--- src/rtl/seg7_pkg.sv ---
// Shared constants and types for the seven-segment scan decoder.
// Patterns are {a,b,c,d,e,f,g} with a as the MSB, segments lit = 1.
package seg7_pkg;

  localparam logic [6:0] PAT_0     = 7'h7E;
  localparam logic [6:0] PAT_1     = 7'h30;
  localparam logic [6:0] PAT_2     = 7'h6D;
  localparam logic [6:0] PAT_3     = 7'h79;
  localparam logic [6:0] PAT_4     = 7'h33;
  localparam logic [6:0] PAT_5     = 7'h5B;
  localparam logic [6:0] PAT_6     = 7'h5F;
  localparam logic [6:0] PAT_7     = 7'h70;
  localparam logic [6:0] PAT_8     = 7'h7F;
  localparam logic [6:0] PAT_9     = 7'h7B;
  localparam logic [6:0] PAT_A     = 7'h77;
  localparam logic [6:0] PAT_B     = 7'h1F;
  localparam logic [6:0] PAT_C     = 7'h4E;
  localparam logic [6:0] PAT_D     = 7'h3D;
  localparam logic [6:0] PAT_E     = 7'h4F;
  localparam logic [6:0] PAT_F     = 7'h47;
  localparam logic [6:0] PAT_DASH  = 7'h01;
  localparam logic [6:0] PAT_BLANK = 7'h00;

  typedef enum logic [1:0] {
    CLS_HEX,
    CLS_DASH,
    CLS_BLANK,
    CLS_ERR
  } seg_class_t;

  typedef enum logic [1:0] {
    ST_IDLE,
    ST_TRACK,
    ST_LOCKED
  } scan_state_t;

endpackage

--- src/rtl/seg7_pattern_decode.sv ---
// Combinational lookup from a lit-segment pattern to {class, nibble}.
// Zero latency, no flow control.
module seg7_pattern_decode
  import seg7_pkg::*;
(
  input  logic [6:0] pat,
  output seg_class_t cls,
  output logic [3:0] nibble
);

  always_comb begin
    cls    = CLS_HEX;
    nibble = 4'h0;
    case (pat)
      PAT_0:     nibble = 4'h0;
      PAT_1:     nibble = 4'h1;
      PAT_2:     nibble = 4'h2;
      PAT_3:     nibble = 4'h3;
      PAT_4:     nibble = 4'h4;
      PAT_5:     nibble = 4'h5;
      PAT_6:     nibble = 4'h6;
      PAT_7:     nibble = 4'h7;
      PAT_8:     nibble = 4'h8;
      PAT_9:     nibble = 4'h9;
      PAT_A:     nibble = 4'hA;
      PAT_B:     nibble = 4'hB;
      PAT_C:     nibble = 4'hC;
      PAT_D:     nibble = 4'hD;
      PAT_E:     nibble = 4'hE;
      PAT_F:     nibble = 4'hF;
      PAT_DASH:  cls = CLS_DASH;
      PAT_BLANK: cls = CLS_BLANK;
      default:   cls = CLS_ERR;
    endcase
  end

endmodule

--- src/rtl/seg7_scan_decoder.sv ---
// Recovers per-digit values from a multiplexed 7-seg scan after STABLE identical samples.
// Latency STABLE+1 enabled cycles to commit; sample_en low freezes sampling and the FSM.
module seg7_scan_decoder
  import seg7_pkg::*;
#(
  parameter int NDIG    = 8,
  parameter int STABLE  = 4,
  parameter int TIMEOUT = 65535,
  localparam int IDXW   = (NDIG > 1) ? $clog2(NDIG) : 1
) (
  input  logic                 clk,
  input  logic                 rst_n,
  input  logic [7:0]           seg_n,
  input  logic [NDIG-1:0]      an_n,
  input  logic                 sample_en,
  output logic [4*NDIG-1:0]    digit_val,
  output logic [NDIG-1:0]      digit_vld,
  output logic [NDIG-1:0]      digit_dash,
  output logic [NDIG-1:0]      digit_err,
  output logic [NDIG-1:0]      digit_dp,
  output logic                 upd,
  output logic [IDXW-1:0]      upd_idx
);

  localparam int          AGEW       = $clog2(TIMEOUT + 1);
  localparam logic [AGEW-1:0] AGE_MAX = AGEW'(TIMEOUT);
  localparam logic [3:0]  STABLE_CNT = 4'(STABLE);

  function automatic logic [IDXW-1:0] low_idx(input logic [NDIG-1:0] a);
    low_idx = '0;
    for (int i = NDIG - 1; i >= 0; i--) begin
      if (!a[i]) low_idx = IDXW'(i);
    end
  endfunction

  logic [7:0]      seg_q, seg_p;
  logic [NDIG-1:0] an_q, an_p;
  scan_state_t     state_q, state_d;
  logic [3:0]      cnt_q, cnt_d;
  logic            commit;
  logic            sel_ok, same;
  logic [IDXW-1:0] sel_idx, lock_idx;
  seg_class_t      cls;
  logic [3:0]      nibble;
  logic [AGEW-1:0] age_q [NDIG];

  seg7_pattern_decode u_decode (
    .pat    (~seg_q[7:1]),
    .cls    (cls),
    .nibble (nibble)
  );

  assign sel_ok   = $onehot(~an_q);
  assign same     = (seg_q == seg_p) && (an_q == an_p);
  assign sel_idx  = low_idx(an_q);
  assign lock_idx = low_idx(an_p);

  always_comb begin
    state_d = state_q;
    cnt_d   = cnt_q;
    commit  = 1'b0;
    if (sample_en) begin
      if (!sel_ok) begin
        state_d = ST_IDLE;
        cnt_d   = 4'd0;
      end else if (!same || state_q == ST_IDLE) begin
        state_d = ST_TRACK;
        cnt_d   = 4'd1;
      end else if (state_q == ST_TRACK) begin
        if (cnt_q != 4'hF) cnt_d = cnt_q + 4'd1;
        if (cnt_d == STABLE_CNT) begin
          commit  = 1'b1;
          state_d = ST_LOCKED;
        end
      end
    end
  end

  always_ff @(posedge clk or negedge rst_n) begin
    if (!rst_n) begin
      seg_q   <= '0;
      seg_p   <= '0;
      an_q    <= '0;
      an_p    <= '0;
      state_q <= ST_IDLE;
      cnt_q   <= '0;
      upd     <= 1'b0;
      upd_idx <= '0;
    end else if (sample_en) begin
      seg_q   <= seg_n;
      an_q    <= an_n;
      seg_p   <= seg_q;
      an_p    <= an_q;
      state_q <= state_d;
      cnt_q   <= cnt_d;
      upd     <= commit;
      if (commit) upd_idx <= sel_idx;
    end else begin
      upd <= 1'b0;
    end
  end

  // A commit outranks the age timeout; val is kept across timeouts and non-hex commits.
  always_ff @(posedge clk or negedge rst_n) begin
    if (!rst_n) begin
      digit_val  <= '0;
      digit_vld  <= '0;
      digit_dash <= '0;
      digit_err  <= '0;
      digit_dp   <= '0;
      for (int i = 0; i < NDIG; i++) age_q[i] <= '0;
    end else begin
      for (int i = 0; i < NDIG; i++) begin
        if (commit && sel_idx == IDXW'(i)) begin
          age_q[i] <= '0;
          case (cls)
            CLS_HEX: begin
              digit_val[4*i +: 4] <= nibble;
              digit_vld[i]        <= 1'b1;
              digit_dash[i]       <= 1'b0;
              digit_err[i]        <= 1'b0;
              digit_dp[i]         <= ~seg_q[0];
            end
            CLS_DASH: begin
              digit_vld[i]  <= 1'b0;
              digit_dash[i] <= 1'b1;
              digit_err[i]  <= 1'b0;
            end
            CLS_BLANK: begin
              digit_vld[i]  <= 1'b0;
              digit_dash[i] <= 1'b0;
              digit_err[i]  <= 1'b0;
            end
            default: begin
              digit_vld[i]  <= 1'b0;
              digit_dash[i] <= 1'b0;
              digit_err[i]  <= 1'b1;
            end
          endcase
        end else begin
          if (state_q == ST_LOCKED && lock_idx == IDXW'(i)) age_q[i] <= '0;
          else if (age_q[i] != AGE_MAX) age_q[i] <= age_q[i] + 1'b1;
          if (age_q[i] == AGE_MAX) begin
            digit_vld[i]  <= 1'b0;
            digit_dash[i] <= 1'b0;
            digit_err[i]  <= 1'b0;
            digit_dp[i]   <= 1'b0;
          end
        end
      end
    end
  end

endmodule

--- config.mk ---
export PLATFORM = sky130hd
export DESIGN_NAME = seg7_scan_decoder
export DESIGN_NICKNAME = d
export VERILOG_FILES = /design/src/rtl/seg7_pkg.sv /design/src/rtl/seg7_pattern_decode.sv /design/src/rtl/seg7_scan_decoder.sv
export SDC_FILE = /design/constraint.sdc
export NUM_CORES = 1
export LEC_CHECK = 0
export ABC_AREA = 1
export CAP_MARGIN = 20
export CORE_ASPECT_RATIO = 0.8
export CORE_MARGIN = 5
export CORE_UTILIZATION = 45
export DETAILED_ROUTE_END_ITERATION = 7
export GPL_TIMING_DRIVEN = 1
export SKIP_CTS_REPAIR_TIMING = 1
export SLEW_MARGIN = 40
export SYNTH_ARGS = -nofsm -noshare
export SYNTH_HDL_FRONTEND = slang
export SYNTH_SLANG_ARGS = --single-unit
export TNS_END_PERCENT = 5
--- constraint.sdc ---
create_clock -name clk -period 8.1 [get_ports clk]
set_clock_uncertainty 0.05 [all_clocks]
set_input_delay 2.025 -clock clk [delete_from_list [all_inputs] [get_ports clk]]
set_output_delay 2.025 -clock clk [all_outputs]
set_load 0.02 [all_outputs]
**Word level (Yosys, flattened, before mapping)**

Index checks and enable logic that the tools add are counted.

- Bits in registers: 234
- Latch bits: 0
- RAM bits: 0
- ROM bits: 0
- Bits of input ports: 19
- Output and inout bits: 68
- Logic and storage cells: 306
- Memories kept: 0

- $add $sub $neg: 16
- Multiply operators: 0
- Div/mod/pow operators: 0
- Order comparisons: 0
- Equal/unequal tests: 66
- Shift-type cells: 0
- Mux-type cells: 104
- Bitwise operators: 3
- Reduce and logical (&&, ||, !) cells: 61

Operators with widths:

| cell | count |
|---|---|
| 2-to-1 mux 16 bit | 24 |
| adder 16 x 1 -> 16 bit, second input constant | 8 |
| == test 16 bit, second input constant | 8 |
| inequality test 16 bit, second input constant | 8 |
| == test 7 bit, second input constant | 12 |
| case mux 4 bit (15 select lines) | 1 |
| 2-to-1 mux 1 bit | 50 |
| 2-to-1 mux 3 bit | 16 |
| AND reduction 2 bit | 18 |
| 2-to-1 mux 4 bit | 8 |
| == test 3 bit, second input constant | 8 |
| nonzero test 3 bit | 8 |
| == test 7 x 6 -> 1 bit, second input constant | 3 |
| logical AND 1 bit | 17 |
| == test 8 bit | 2 |
| inequality test 2 x 1 -> 1 bit, second input constant | 8 |
| nonzero test 2 bit | 8 |
| OR reduction 16 bit | 1 |
| == test 3 x 2 -> 1 bit, second input constant | 4 |
| adder 1 x 1 -> 2 bit | 4 |
| 2-to-1 mux 2 bit | 4 |
| inverter 8 bit | 1 |
| == test 7 x 1 -> 1 bit, second input constant | 1 |
| == test 7 x 5 -> 1 bit, second input constant | 1 |
| 20 further kinds | 27 |

**Depth between registers and ports, before layout**

- Depth after elaboration: 16
- Gate-level depth with buffers: 18

**Cells and area by module**

Synthesis repeated with hierarchy kept, for this count alone.

- Cell total of the unflattened synthesis: 1675
- Area, all modules: 12638.4 um2

By module, submodules not included:

| module | instances | cells an instance | area each (um2) | sequential area each (um2) |
|---|---|---|---|---|
| seg7_scan_decoder | 1 | 1593 | 12293.0 | 5855.6 |
| seg7_pattern_decode | 1 | 82 | 345.3 | 0.0 |

**Least setup slack after synthesis**

Ideal clock, no wire load.

- Path kind: reg2reg
- From: register an_q[1]
- To: register age_q[83] (netlist bit)
- Arrival: 3.945 ns
- Slack: 3.985 ns
- Stages on the path, launching flop included: 16
- Buffers on the path: 1
- Clock period less this slack: 4.115 ns
- Path through: dfrtp_1 > fa_1 > inv_1 > fa_1 > fa_1 > ha_1 > inv_1 > fa_1 > nand3_1 > a21oi_1 > nand4_1 > nor2_4 > nand2_2 > nand2_1 > buf_4 > nor2_1

- Cells in the longest elaborated chain, start to end: 9
- Elaborated cells between the ends (all ways): 18

Ends and longest elaborated chain:

| what | RTL line | RTL |
|---|---|---|
| start, declared | seg7_scan_decoder.sv:37 | `logic [NDIG-1:0] an_q, an_p;` |
| start signal, assigned | seg7_scan_decoder.sv:91 | `an_q <= an_n;` |
| inverter 8 bit / == test 8 bit (equally long branches) | seg7_scan_decoder.sv:53, seg7_scan_decoder.sv:54 |  |
| adder 1 x 1 -> 2 bit (implied by the code) / logical AND 1 bit (equally long branches) | seg7_scan_decoder.sv:53, seg7_scan_decoder.sv:54 |  |
| adder 2 x 2 -> 3 bit (implied by the code) / logical NOT 1 bit (equally long branches) | seg7_scan_decoder.sv:53, seg7_scan_decoder.sv:66 |  |
| adder 3 x 3 -> 4 bit (implied by the code) / logical OR 1 bit (equally long branches) | seg7_scan_decoder.sv:53, seg7_scan_decoder.sv:66 |  |
| == test 4 x 1 -> 1 bit / 2-to-1 mux 1 bit (equally long branches) | seg7_scan_decoder.sv:53, seg7_scan_decoder.sv:66 |  |
| 2-to-1 mux 1 bit | seg7_scan_decoder.sv:63 | `if (!sel_ok) begin` |
| 2-to-1 mux 1 bit | seg7_scan_decoder.sv:62 | `if (sample_en) begin` |
| logical AND 1 bit * | seg7_scan_decoder.sv:114 | `if (commit && sel_idx == IDXW'(i)) begin` |
| nonzero test 3 bit (no line) / 2-to-1 mux 16 bit (equally long branches) | - |  |
| end signal, assigned by index | seg7_scan_decoder.sv:115 | `age_q[i] <= '0;` |
| end signal, assigned by index | seg7_scan_decoder.sv:141 | `if (state_q == ST_LOCKED && lock_idx == IDXW'(i)) age_q[i] <= '0;` |
| end, declared | seg7_scan_decoder.sv:45 | `logic [AGEW-1:0] age_q [NDIG];` |

Every way passes the cells marked *; elsewhere a longest branch is shown, timed or not.
A chain may end at the register's enable or synchronous reset.

**Worst setup path in the final report**

- From: register an_q[0]
- To: register age_q[40] (netlist bit)

Same word-level chain as after synthesis.

==> flow_metrics.tcl <==
set metrics [dict create \
    status "finished, final reports clean" \
    cpPeakStageDelay_ns 0.58 \
    final_cells 2086 \
    synthDistinctLibCells 36 \
    crit_type "reg -> reg" \
    rows 54 \
    multi_input_area_mm2 0.005514 \
    synth_nets 1643 \
    crit_family "adder cells" \
    grt_use_total_pct 20.93 \
    grt_max_degree 102 \
    numCtsBuffers 26 \
    cpMostUsedCell "fa_1" \
    rsz0062_at_grt "no" \
    die_y_um 157.5 \
    cts_tree "yes" \
    final-max-slew-violation-count 0 \
    hold_path.class "reg -> reg" \
    period_share_pct 63.18 \
    worstPathArrival_ns 5.46 \
    grt_pass1_vias 10193 \
    grt_pass1_wl_mm 53.10 \
    die_area_mm2 0.03063 \
    worst_pin_slew_ns 0.7681 \
    place_hpwl_mm 22.67 \
    cts_root_buf "clkbuf_16" \
    slowest_stage "a21oi_1" \
    crit_buf_inv 2 \
    mostFrequentLayoutCells "nand2_1 (411), dfrtp_1 (234), nor2_1 (203)" \
    routed_wl_mm 31.82 \
    clkTransAtPathRegs_ns 0.06 \
    io_buffers 86 \
    powerDensity_mw_per_mm2 231.6 \
    vias 10677 \
    cp-start-kind "flip-flop" \
    io_pins 87 \
    antenna_found_initial 0 \
    cp_max_fo 13 \
    cap_violations 0 \
    die_w_um 194.4 \
    area_growth_pct 18.05 \
    nFillCells 2603 \
    synth_cells 1608 \
    ys_seq_elements 234 \
    irDropWorstVdd_v 0.0001533 \
    htreeDepth 1 \
    nets 1737 \
    start_util_pct 45.30 \
    crit_required_ns 8.44 \
    clk_latency_ns 0.53 \
    drt_iter0_drc 753 \
    gp_congestion 0.9027 \
    coreArea_mm2 0.02703 \
    final_common_cell "nand2_1" \
    clock.fmax_mhz 195.4 \
    yosys_warnings 0 \
    seq_area_mm2 0.005856 \
    drive_above_1_share_pct 4.704 \
    numPlacedInstances 2037 \
    dr.pass1.iters 5 \
    setup_ws_ns 2.983 \
    grt_overflow 0 \
    routedWlPerCell_um 15.26 \
    drc 0 \
    finalHoldViolCount 0 \
    crit_path_end_kind "flip-flop" \
    diodes 0 \
    clock-sinks 234 \
    setup_viol 0 \
    p_leak_nw 7.017 \
    synth.cell_area_mm2 0.01224 \
    final.setup.tns_ns 0 \
    fin_total_pwr_w 0.003348 \
    pre_cts_ws_ns 2.980 \
    post_drt_via_cell_ratio 5.118 \
    cts_max_path_buffers 3 \
    final_core_util_pct 53.48 \
    yosysSeqAreaShare_pct 47.83 \
    slew_headroom_pct 48.64 \
    fin_crit_ns 5.117 \
    syn-mean-instance-area_um2 7.614 \
    path_cells "fa_1 > inv_1 > fa_1 > fa_1 > ha_1 > inv_1 > fa_1 > nand3_1 > a21oi_1 > nand4_1 > nor2_4 > nand3_1 > nand2_1 > nor2_1" \
    detail-route-antenna-nets 0 \
]
==> final cells by class <==
type	instances	area share, %
inverter	200	5.194
multi-input combinational	1147	38.15
tap	364	3.151
timing repair buffer	93	6.510
clock buffer	37	5.212
clock inverter	11	1.264
sequential	234	40.52
==> report_power, final <==
part           internal (W)  total (W)  leakage, nW  switching (W)
logic              0.000232   0.000587         3.56       0.000356
clock network      0.000805    0.00129        0.459       0.000490
registers           0.00132    0.00147         3.00       0.000142
==> cell families (layout without fill, tap and decap cells) <==
logic type / Yosys count / count (layout) / share of synthesized area [%]
flops: 234 / 234 / 47.83
fa+ha+maj: 16 / 16 / 1.880
simple gates: 910 / 910 / 32.76
xor+xnor: 35 / 35 / 2.504
buf+inv: 227 / 341 / 7.184
compound gates: 186 / 186 / 7.839
==> registers in the layout, indices dropped and copies added, names as in the netlist <==
signal      count
an_q            8
seg_q           8
cnt_q           4
digit_vld       8
state_q         2
age_q         128
seg_p           8
upd_idx         3
an_p            8
digit_dp        8
digit_dash      8
upd             1
digit_err       8
digit_val      32
==> routing by layer <==
metal	share of wire, %	GRT usage (%)	routed length, um	vias up
met2	42	31.92	13400	210
met3	4.3	3.082	1356	48
met1	51	31.68	16290	4992
li1	-	-	-	5427
met4	2.5	5.054	781	0
met5	0	0	0	-
==> cells in the mapped netlist <==
library cell | instances | share of area (%)
ha_1 | 12 | 1.2
buf_1 | 3 | 0.092
clkinv_1 | 1 | 0.031
nor2_1 | 203 | 6.2
and2_1 | 2 | 0.10
nand4_2 | 4 | 0.41
nand2_1 | 411 | 13
nand3b_1 | 7 | 0.43
inv_1 | 193 | 5.9
dfrtp_1 | 234 | 48
nand2_2 | 5 | 0.26
nand4_1 | 72 | 3.7
o21ai_0 | 129 | 5.3
nor4_1 | 4 | 0.20
o22ai_1 | 6 | 0.31
buf_4 | 5 | 0.31
inv_2 | 6 | 0.18
or2_2 | 8 | 0.41
nor3b_1 | 11 | 0.67
o41ai_1 | 1 | 0.072
a31oi_1 | 4 | 0.20
o211ai_1 | 2 | 0.12
nor2_4 | 2 | 0.18
nor3_2 | 1 | 0.082
buf_2 | 7 | 0.29
clkbuf_1 | 12 | 0.37
xor2_1 | 27 | 1.9
xnor2_1 | 8 | 0.57
nor3_1 | 40 | 1.6
o21a_1 | 1 | 0.061
nand3_1 | 134 | 5.5
a21oi_1 | 41 | 1.7
nand3_2 | 3 | 0.25
and3_1 | 3 | 0.15
fa_1 | 4 | 0.65
o31ai_1 | 2 | 0.12
==> stage by stage <==
stage          instance area, um^2  hold slack, ns
2_1_floorplan                12240          0.4446
3_3_place_gp                 13480          0.4167
3_5_place_dp                 13490          0.4185
4_1_cts                      14420          0.4381
5_1_grt                      14450          0.4560
6_report                     14450          0.4300
==> worst paths after layout <==
check	startpoint	end	slack, ns	cells after the start
max	an_q[0]	age_q[40]	2.98	14
min	digit_vld[2]	digit_vld[2]	0.43	2
max reg2reg	an_q[0]	age_q[40]	2.98	14
min reg2reg	digit_vld[2]	digit_vld[2]	0.43	2
max in group asynchronous	rst_n	age_q[88]	5.71	2
min in group asynchronous	rst_n	age_q[11]	1.33	1
==> worst min-delay path: stages, from the launching register on <==
cell,delay (ns)
dfrtp_1,0.34
nand2_1,0.05
nand2_1,0.05
Note: power is estimated with default switching activity, not from simulation.
